**config.mk**
```make
export PLATFORM = sky130hd
export DESIGN_NAME = system_memory_v4
export DESIGN_NICKNAME = d
export VERILOG_FILES = /design/src/rtl/system_memory_v4.sv
export SDC_FILE = /design/constraint.sdc
export NUM_CORES = 1
export LEC_CHECK = 0
export BUFFER_PORTS_ARGS = -buffer_cell sky130_fd_sc_hd__buf_2
export CAP_MARGIN = 15
export CORE_ASPECT_RATIO = 1.75
export CORE_UTILIZATION = 50
export DETAILED_ROUTE_END_ITERATION = 16
export PLACE_DENSITY_LB_ADDON = 0.12
export SYNTH_ARGS = -nofsm -noshare
export SYNTH_HDL_FRONTEND = slang
export SYNTH_SLANG_ARGS = --single-unit
```
**constraint.sdc**
```tcl
create_clock -name CLK -period 2.5 [get_ports CLK]
set_clock_uncertainty 0.15 [all_clocks]
set_input_delay 0.25 -clock CLK [delete_from_list [all_inputs] [get_ports CLK]]
set_output_delay 0.25 -clock CLK [all_outputs]
set_load 0.05 [all_outputs]
```
**src/rtl/system_memory_v4.sv**
```systemverilog
// Grid state store for the Conway engine: host serial load, parallel capture
// of the next generation, and handshaked serial read-out with a generation count.
module system_memory_v4 #(
    parameter int unsigned WIDTH     = 8,
    parameter int unsigned HEIGHT    = 8,
    parameter int unsigned LANES     = 1,
    parameter int unsigned GEN_WIDTH = 16
) (
    input  logic                        CLK,
    input  logic                        RESET,
    input  logic [WIDTH*HEIGHT-1:0]     GRID_IN,
    input  logic [LANES-1:0]            SERIAL_IN,
    input  logic                        SERIAL_IN_VALID,
    input  logic                        LOAD_MODE,
    input  logic                        RUN_MODE,
    input  logic                        OUTPUT_MODE,
    input  logic                        SERIAL_OUT_READY,
    output logic [WIDTH*HEIGHT-1:0]     SYSTEM_MEM_OUT,
    output logic [LANES-1:0]            SERIAL_OUT,
    output logic                        SERIAL_OUT_VALID,
    output logic                        LOAD_DONE,
    output logic                        OUTPUT_DONE,
    output logic [GEN_WIDTH-1:0]        GENERATION
);

    localparam int unsigned GRID_SIZE = WIDTH * HEIGHT;
    localparam int unsigned BEATS     = GRID_SIZE / LANES;
    localparam int unsigned CNT_W     = (BEATS > 1) ? $clog2(BEATS) : 1;
    localparam logic [CNT_W-1:0] LAST_BEAT = CNT_W'(BEATS - 1);

    typedef enum logic [1:0] {
        OUT_IDLE  = 2'd0,
        OUT_SHIFT = 2'd1,
        OUT_DONE  = 2'd2
    } out_state_t;

    out_state_t               r_state,       w_state_n;
    logic [GRID_SIZE-1:0]     r_mem,         w_mem_n;
    logic [GRID_SIZE-1:0]     r_shadow,      w_shadow_n;
    logic [CNT_W-1:0]         r_load_cnt,    w_load_cnt_n;
    logic [CNT_W-1:0]         r_out_cnt,     w_out_cnt_n;
    logic [GEN_WIDTH-1:0]     r_gen,         w_gen_n;
    logic                     r_out_valid,   w_out_valid_n;
    logic                     r_load_done,   w_load_done_n;
    logic                     r_output_done, w_output_done_n;

    // State registers
    always_ff @(posedge CLK) begin
        if (RESET) begin
            r_state       <= OUT_IDLE;
            r_mem         <= '0;
            r_shadow      <= '0;
            r_load_cnt    <= '0;
            r_out_cnt     <= '0;
            r_gen         <= '0;
            r_out_valid   <= 1'b0;
            r_load_done   <= 1'b0;
            r_output_done <= 1'b0;
        end else begin
            r_state       <= w_state_n;
            r_mem         <= w_mem_n;
            r_shadow      <= w_shadow_n;
            r_load_cnt    <= w_load_cnt_n;
            r_out_cnt     <= w_out_cnt_n;
            r_gen         <= w_gen_n;
            r_out_valid   <= w_out_valid_n;
            r_load_done   <= w_load_done_n;
            r_output_done <= w_output_done_n;
        end
    end

    // Mode arbitration (RUN > LOAD > OUTPUT > idle) and read-out FSM
    always_comb begin
        w_state_n       = r_state;
        w_mem_n         = r_mem;
        w_shadow_n      = r_shadow;
        w_load_cnt_n    = r_load_cnt;
        w_out_cnt_n     = r_out_cnt;
        w_gen_n         = r_gen;
        w_out_valid_n   = r_out_valid;
        w_load_done_n   = 1'b0;
        w_output_done_n = 1'b0;

        if (RUN_MODE) begin
            w_mem_n       = GRID_IN;
            w_gen_n       = r_gen + GEN_WIDTH'(1);
            w_load_cnt_n  = '0;
            w_state_n     = OUT_IDLE;
            w_out_valid_n = 1'b0;
        end else if (LOAD_MODE) begin
            if (SERIAL_IN_VALID) begin
                // Truncating the concatenation keeps the low GRID_SIZE bits
                w_mem_n = GRID_SIZE'({r_mem, SERIAL_IN});
                if (r_load_cnt == LAST_BEAT) begin
                    w_load_cnt_n  = '0;
                    w_load_done_n = 1'b1;
                    w_gen_n       = '0;
                end else begin
                    w_load_cnt_n = r_load_cnt + CNT_W'(1);
                end
            end
            w_state_n     = OUT_IDLE;
            w_out_valid_n = 1'b0;
        end else if (OUTPUT_MODE) begin
            case (r_state)
                OUT_IDLE: begin
                    w_shadow_n    = r_mem;
                    w_out_cnt_n   = '0;
                    w_out_valid_n = 1'b1;
                    w_state_n     = OUT_SHIFT;
                end
                OUT_SHIFT: begin
                    if (r_out_valid && SERIAL_OUT_READY) begin
                        if (r_out_cnt == LAST_BEAT) begin
                            w_out_valid_n   = 1'b0;
                            w_output_done_n = 1'b1;
                            w_state_n       = OUT_DONE;
                        end else begin
                            w_shadow_n  = r_shadow << LANES;
                            w_out_cnt_n = r_out_cnt + CNT_W'(1);
                        end
                    end
                end
                OUT_DONE: begin
                    w_state_n = OUT_DONE;
                end
                default: begin
                    w_state_n     = OUT_IDLE;
                    w_out_valid_n = 1'b0;
                end
            endcase
        end else begin
            w_state_n     = OUT_IDLE;
            w_out_valid_n = 1'b0;
        end
    end

    assign SYSTEM_MEM_OUT   = r_mem;
    assign SERIAL_OUT       = r_out_valid ? r_shadow[GRID_SIZE-1 -: LANES] : '0;
    assign SERIAL_OUT_VALID = r_out_valid;
    assign LOAD_DONE        = r_load_done;
    assign OUTPUT_DONE      = r_output_done;
    assign GENERATION       = r_gen;

endmodule

```
Yosys cells after proc, flatten, opt, wreduce, memory -nomap -nowiden
Cells that the tools add are included.

Add/subtract/negate cells: 3. Eq/ne operators: 7. Multiplexer cells: 23. Bitwise logic cells: 7. Reductions and logical operators: 16.

Operators by type and width (count): 2-to-1 mux 64 bit (5); case mux 64 bit (2 select lines) (1); 2-to-1 mux 16 bit (4); 2-to-1 mux 6 bit (3); adder 16 x 1 -> 16 bit, second input constant (1); adder 6 x 1 -> 6 bit, second input constant (2); equality test 6 bit, second input constant (2); case mux 6 bit (2 select lines) (1); nonzero test 2 bit (4); OR reduction 4 bit (2); inverter 1 bit (7); inequality test 2 bit, second input constant (3); case mux 2 bit (3 select lines) (1); AND reduction 2 bit (3); AND reduction 3 bit (2); AND reduction 6 bit (1); OR reduction 6 bit (1); 2-to-1 mux 1 bit (5); 2-to-1 mux 2 bit (2); case mux 1 bit (3 select lines) (1); equality test 2 x 1 -> 1 bit, second input constant (1); equality test 2 bit, second input constant (1); zero test 2 bit (1); OR reduction 2 bit (1); logical AND 1 bit (1).

Bits in registers: 161. Bits of input ports: 72. Output and inout port bits: 84.

Logic depth before layout (Yosys ltp)
Word-level depth: 5. Mapped depth: 10. Mapped depth without buffers: 6.

Least setup slack after synthesis
OpenSTA, ideal clock, no wires.

Path type: reg-to-reg. Start point: reg r_out_valid (netlist: SERIAL_OUT_VALID). End point: reg r_shadow[44]. Library setup time: 0.143 ns. Arrival: 1.794 ns. Path slack: 0.413 ns. Stages on the path, launching flop included: 8. Cells stage by stage: dfxtp_1 nand3_1 a211o_1 buf_2 buf_6 clkbuf_1 nand3_1 a21oi_2.

Cells in the longest elaborated chain, start to end: 3.

Ends and longest elaborated chain: start: declaration (line 43) `logic r_out_valid, w_out_valid_n;`; start signal: assignment (line 66) `r_out_valid <= w_out_valid_n;`; logical AND 1 bit (line 113) `if (r_out_valid && SERIAL_OUT_READY) begin`; inequality test 2 bit (no line); AND reduction 6 bit (no line); end signal: assignment (line 62) `r_shadow <= w_shadow_n;`; end: declaration (line 39) `logic [GRID_SIZE-1:0] r_shadow, w_shadow_n;`.

Every way passes these cells. A chain may end at the register's enable or synchronous reset.

Worst setup path in the final report
Start point: reg r_out_cnt[0]. End point: reg r_shadow[52].

Cells in the longest elaborated chain, start to end: 3.

Ends and longest elaborated chain: start: declaration (line 41) `logic [CNT_W-1:0] r_out_cnt, w_out_cnt_n;`; start signal: assignment (line 64) `r_out_cnt <= w_out_cnt_n;`; equality test 6 bit (line 114) `if (r_out_cnt == LAST_BEAT) begin`; inequality test 2 bit (no line); AND reduction 6 bit (no line).

Every way passes these cells.

==> summary.txt <==
Worst reg2reg setup slack: 0.28 ns
DRC errors left: 0
Worst min-delay path startpoint: RESET
Count leader, synth: dfxtp_1
Placed wire-length estimate: 12000 um
Hold slack final: 0.0500 ns
Layout cell share with drive strength beyond 1: 21.3%
Cells after Synth: 925
Reg area: 3220 sq um
Period utilization: 88.9%
Htree depth: 4
# setup viols final: 0
Die area: 16000 sq um
Total negative slack: 0 ns
Min-delay worst type: in -> reg
# clock sinks: 161
Avg Cell Area, Syn: 8.37 sq um
1st-iter DRT viols: 290
CP startpoint kind: flop
Die Span X: 96.1 um
Hold Path Sink: GENERATION[1]
Tot Pwr: 6.23 mW
Die height: 167 um
Max-slew violations: 0
Lkg Pwr: 3.68 nW
Crit path time final: 2.22 ns
Hold path cells: 2
Grt ovf: 0
CTS tree: yes
Synth area leader: dfxtp_1
Final hold vios: 0
WS Path Type: reg -> reg
Detail Route Antenna Nets: 0
Setup bufs post-CTS: 0
Initial antenna violation count: 0
Routed via count: 7318
Vias in the first global route: 6821
Ys Warns: 0
Top_reg_cell synth: dfxtp_1
Via/cell ratio: 5.68
Worst setup margin: 0.278 ns
Endpoint class of the critical path: flop
DR pass1 iterations: 4
Slowest stage delay, CP: 0.54 ns
Arrival time worst endpoint: 2.43 ns
Routed Wire Length: 19900 um
Peak Freq: 0.450 GHz
Worst r2r dst: r_shadow[52]
CTS clk-pin slew, worst paths: 0.07 ns
GRT Total Usage: 25.6%
Area contributors post-synth: dfxtp_1, mux2i_1, a311oi_1, nand2_1, a21o_1
Worst R2R Start: r_out_cnt[0]
RSZ-0062 raised after global routing: false
Multi-input combinational cell area: 4160 sq um
IO buf count: 155
Wire length per cell: 15.5 um
Clk buf depth: 2
Row Count: 59
# diodes: 0
Fill cells: 1324
#FFs+latches synth: 161
First-pass GRT wire length: 32800 um
VDD IR max: 0.000477 V
Relative slew slack: 47.5%
Post-synth EDFFs: 0
Worst reg-to-reg path cell count: 6
IO Pins: 156
Root Buffer: clkbuf_16
Power per Cell Area: 632 nW/um^2
Slowest CP cell: a211o_4
Cts hold-fix bufs: 64
Starting density of the core: 51.7%
RD Place Congestion: 0.821
NumNets Final: 1172
Post-synth top cells: dfxtp_1, nand2_1, nand3_1
Synthesized area: 7740 sq um
Max-cap violation count: 0
Cell variety after synth: 49
Tightest Pin Transition: 0.788 ns
Critical-path cell list: ha_1, and4_1, a211o_4, buf_4, a21o_1, a21oi_2
P&R area growth vs syn: 27.3%
Core Area: 15000 sq um
Post_cts resized: 0
Synth top area share: 41.6%
Dpl ws: 0.298 ns
Post-synth ARST share: 0%
Seq/Total Area, Yosys: 41.6%
Net Count, Synth: 1004
Pin count of the biggest net entering global routing: 74
Clock latency on the worst-skew pair: 0.42 ns
Crit-path max FO: 39
CTS buffer count: 17
Critical Path RT: 2.71 ns
Outcome: finished clean
-- metal layers --
metal	up-vias	GRT usage (%)	wire length, um
met2	146	44.7	10600
li1	3674	-	-
met4	0	7.59	300
met3	31	4.29	633
met5	-	0	0
met1	3467	31.3	8410
-- state kept, by name, summed over array words and instances (netlist names) --
register and cells:
GENERATION 16, LOAD_DONE 1, OUTPUT_DONE 1, SERIAL_OUT_VALID 1, SYSTEM_MEM_OUT 64, r_load_cnt 6
r_out_cnt 6, r_shadow 64, r_state 2
-- cell usage in the layout, fill, tap and decap left out, drive strengths merged, types with 2 or more instances in the layout --
cell type and count:
a21o 63, a21oi 80, a22oi 3, a311oi 66
a31oi 5, a41o 2, and2 5, and3 5
and4 4, buf 173, clkbuf 17, clkinv 6
clkinvlp 2, dfxtp 161, dlygate4sd3 64, ha 7
inv 11, mux2i 67, nand2 148, nand2b 6
nand3 81, nand3b 2, nand4 5, nand4b 2
nor2 66, nor3 13, o21ai 11, o31ai 3
or2 3, or3 3, xnor2 3, xor2 3
-- worst max-delay path by stage --
| stage | from | to | slack [ns] | depth (start not counted) |
|---|---|---|---|---|
| 6_report | r_out_cnt[0] | r_shadow[52] | 0.28 | 6 |
| 5_1_grt | r_out_cnt[0] | r_shadow[2] | 0.16 | 6 |
| 4_1_cts | r_out_cnt[0] | r_shadow[52] | 0.28 | 6 |
| 3_5_place_dp | r_out_cnt[0] | r_out_cnt[3] | 0.30 | 6 |
| 3_3_place_gp | r_out_cnt[0] | r_out_cnt[3] | 0.35 | 6 |
| 2_1_floorplan | SERIAL_OUT_VALID | r_shadow[44] | 0.41 | 7 |
-- report_power, final --
part           leakage [nW]  switching (mW)  internal (mW)
Sequential             1.32           0.107           2.67
Clock                 0.280            1.14           1.40
Combinational          2.08           0.603          0.318
-- area by class of cell --
cell class / count / share of cell area, %
Clock buffer: 17 / 4.32
Tap cell: 183 / 2.32
Clock inverter: 15 / 1.55
Multi-Input combinational cell: 671 / 42.2
Inverter: 5 / 0.216
Timing Repair Buffer: 237 / 16.7
Sequential cell: 161 / 32.7
-- kinds of logic (layout without fill, tap and decap cells) --
group / Yosys count / count (layout) / share of synthesized area, %
AND/OR/NAND/NOR: 349 / 349 / 20.2
AO/OA/AOI/OAI: 241 / 241 / 22.5
flip-flops: 161 / 161 / 41.6
buffers and inverters: 93 / 274 / 5.06
multiplexers: 68 / 68 / 8.80
adder cells (fa/ha/maj): 7 / 7 / 1.13
XOR/XNOR: 6 / 6 / 0.679
-- per-stage QoR --
stage                     cell area [sq um]  utilization [%]  instances
after global routing                   9860             65.8       1289
after CTS                              9860             65.8       1289
final                                  9860             65.8       1289
after detailed placement               8640             57.6       1193
after global placement                 8640             57.6       1193
after floorplan                        7740                -        925
-- critical path, delay by kind of cell, from the launching register on --
| kind | cells | cell delay [ns] |
|---|---|---|
| adders and majority gates | 1 | 0.25 |
| and+or+nand+nor | 1 | 0.27 |
| buffers and inverters | 1 | 0.27 |
| AOI/OAI and AO/OA | 3 | 0.85 |
| DFF | 1 | 0.35 |
Power figures use the tool's default switching activity.
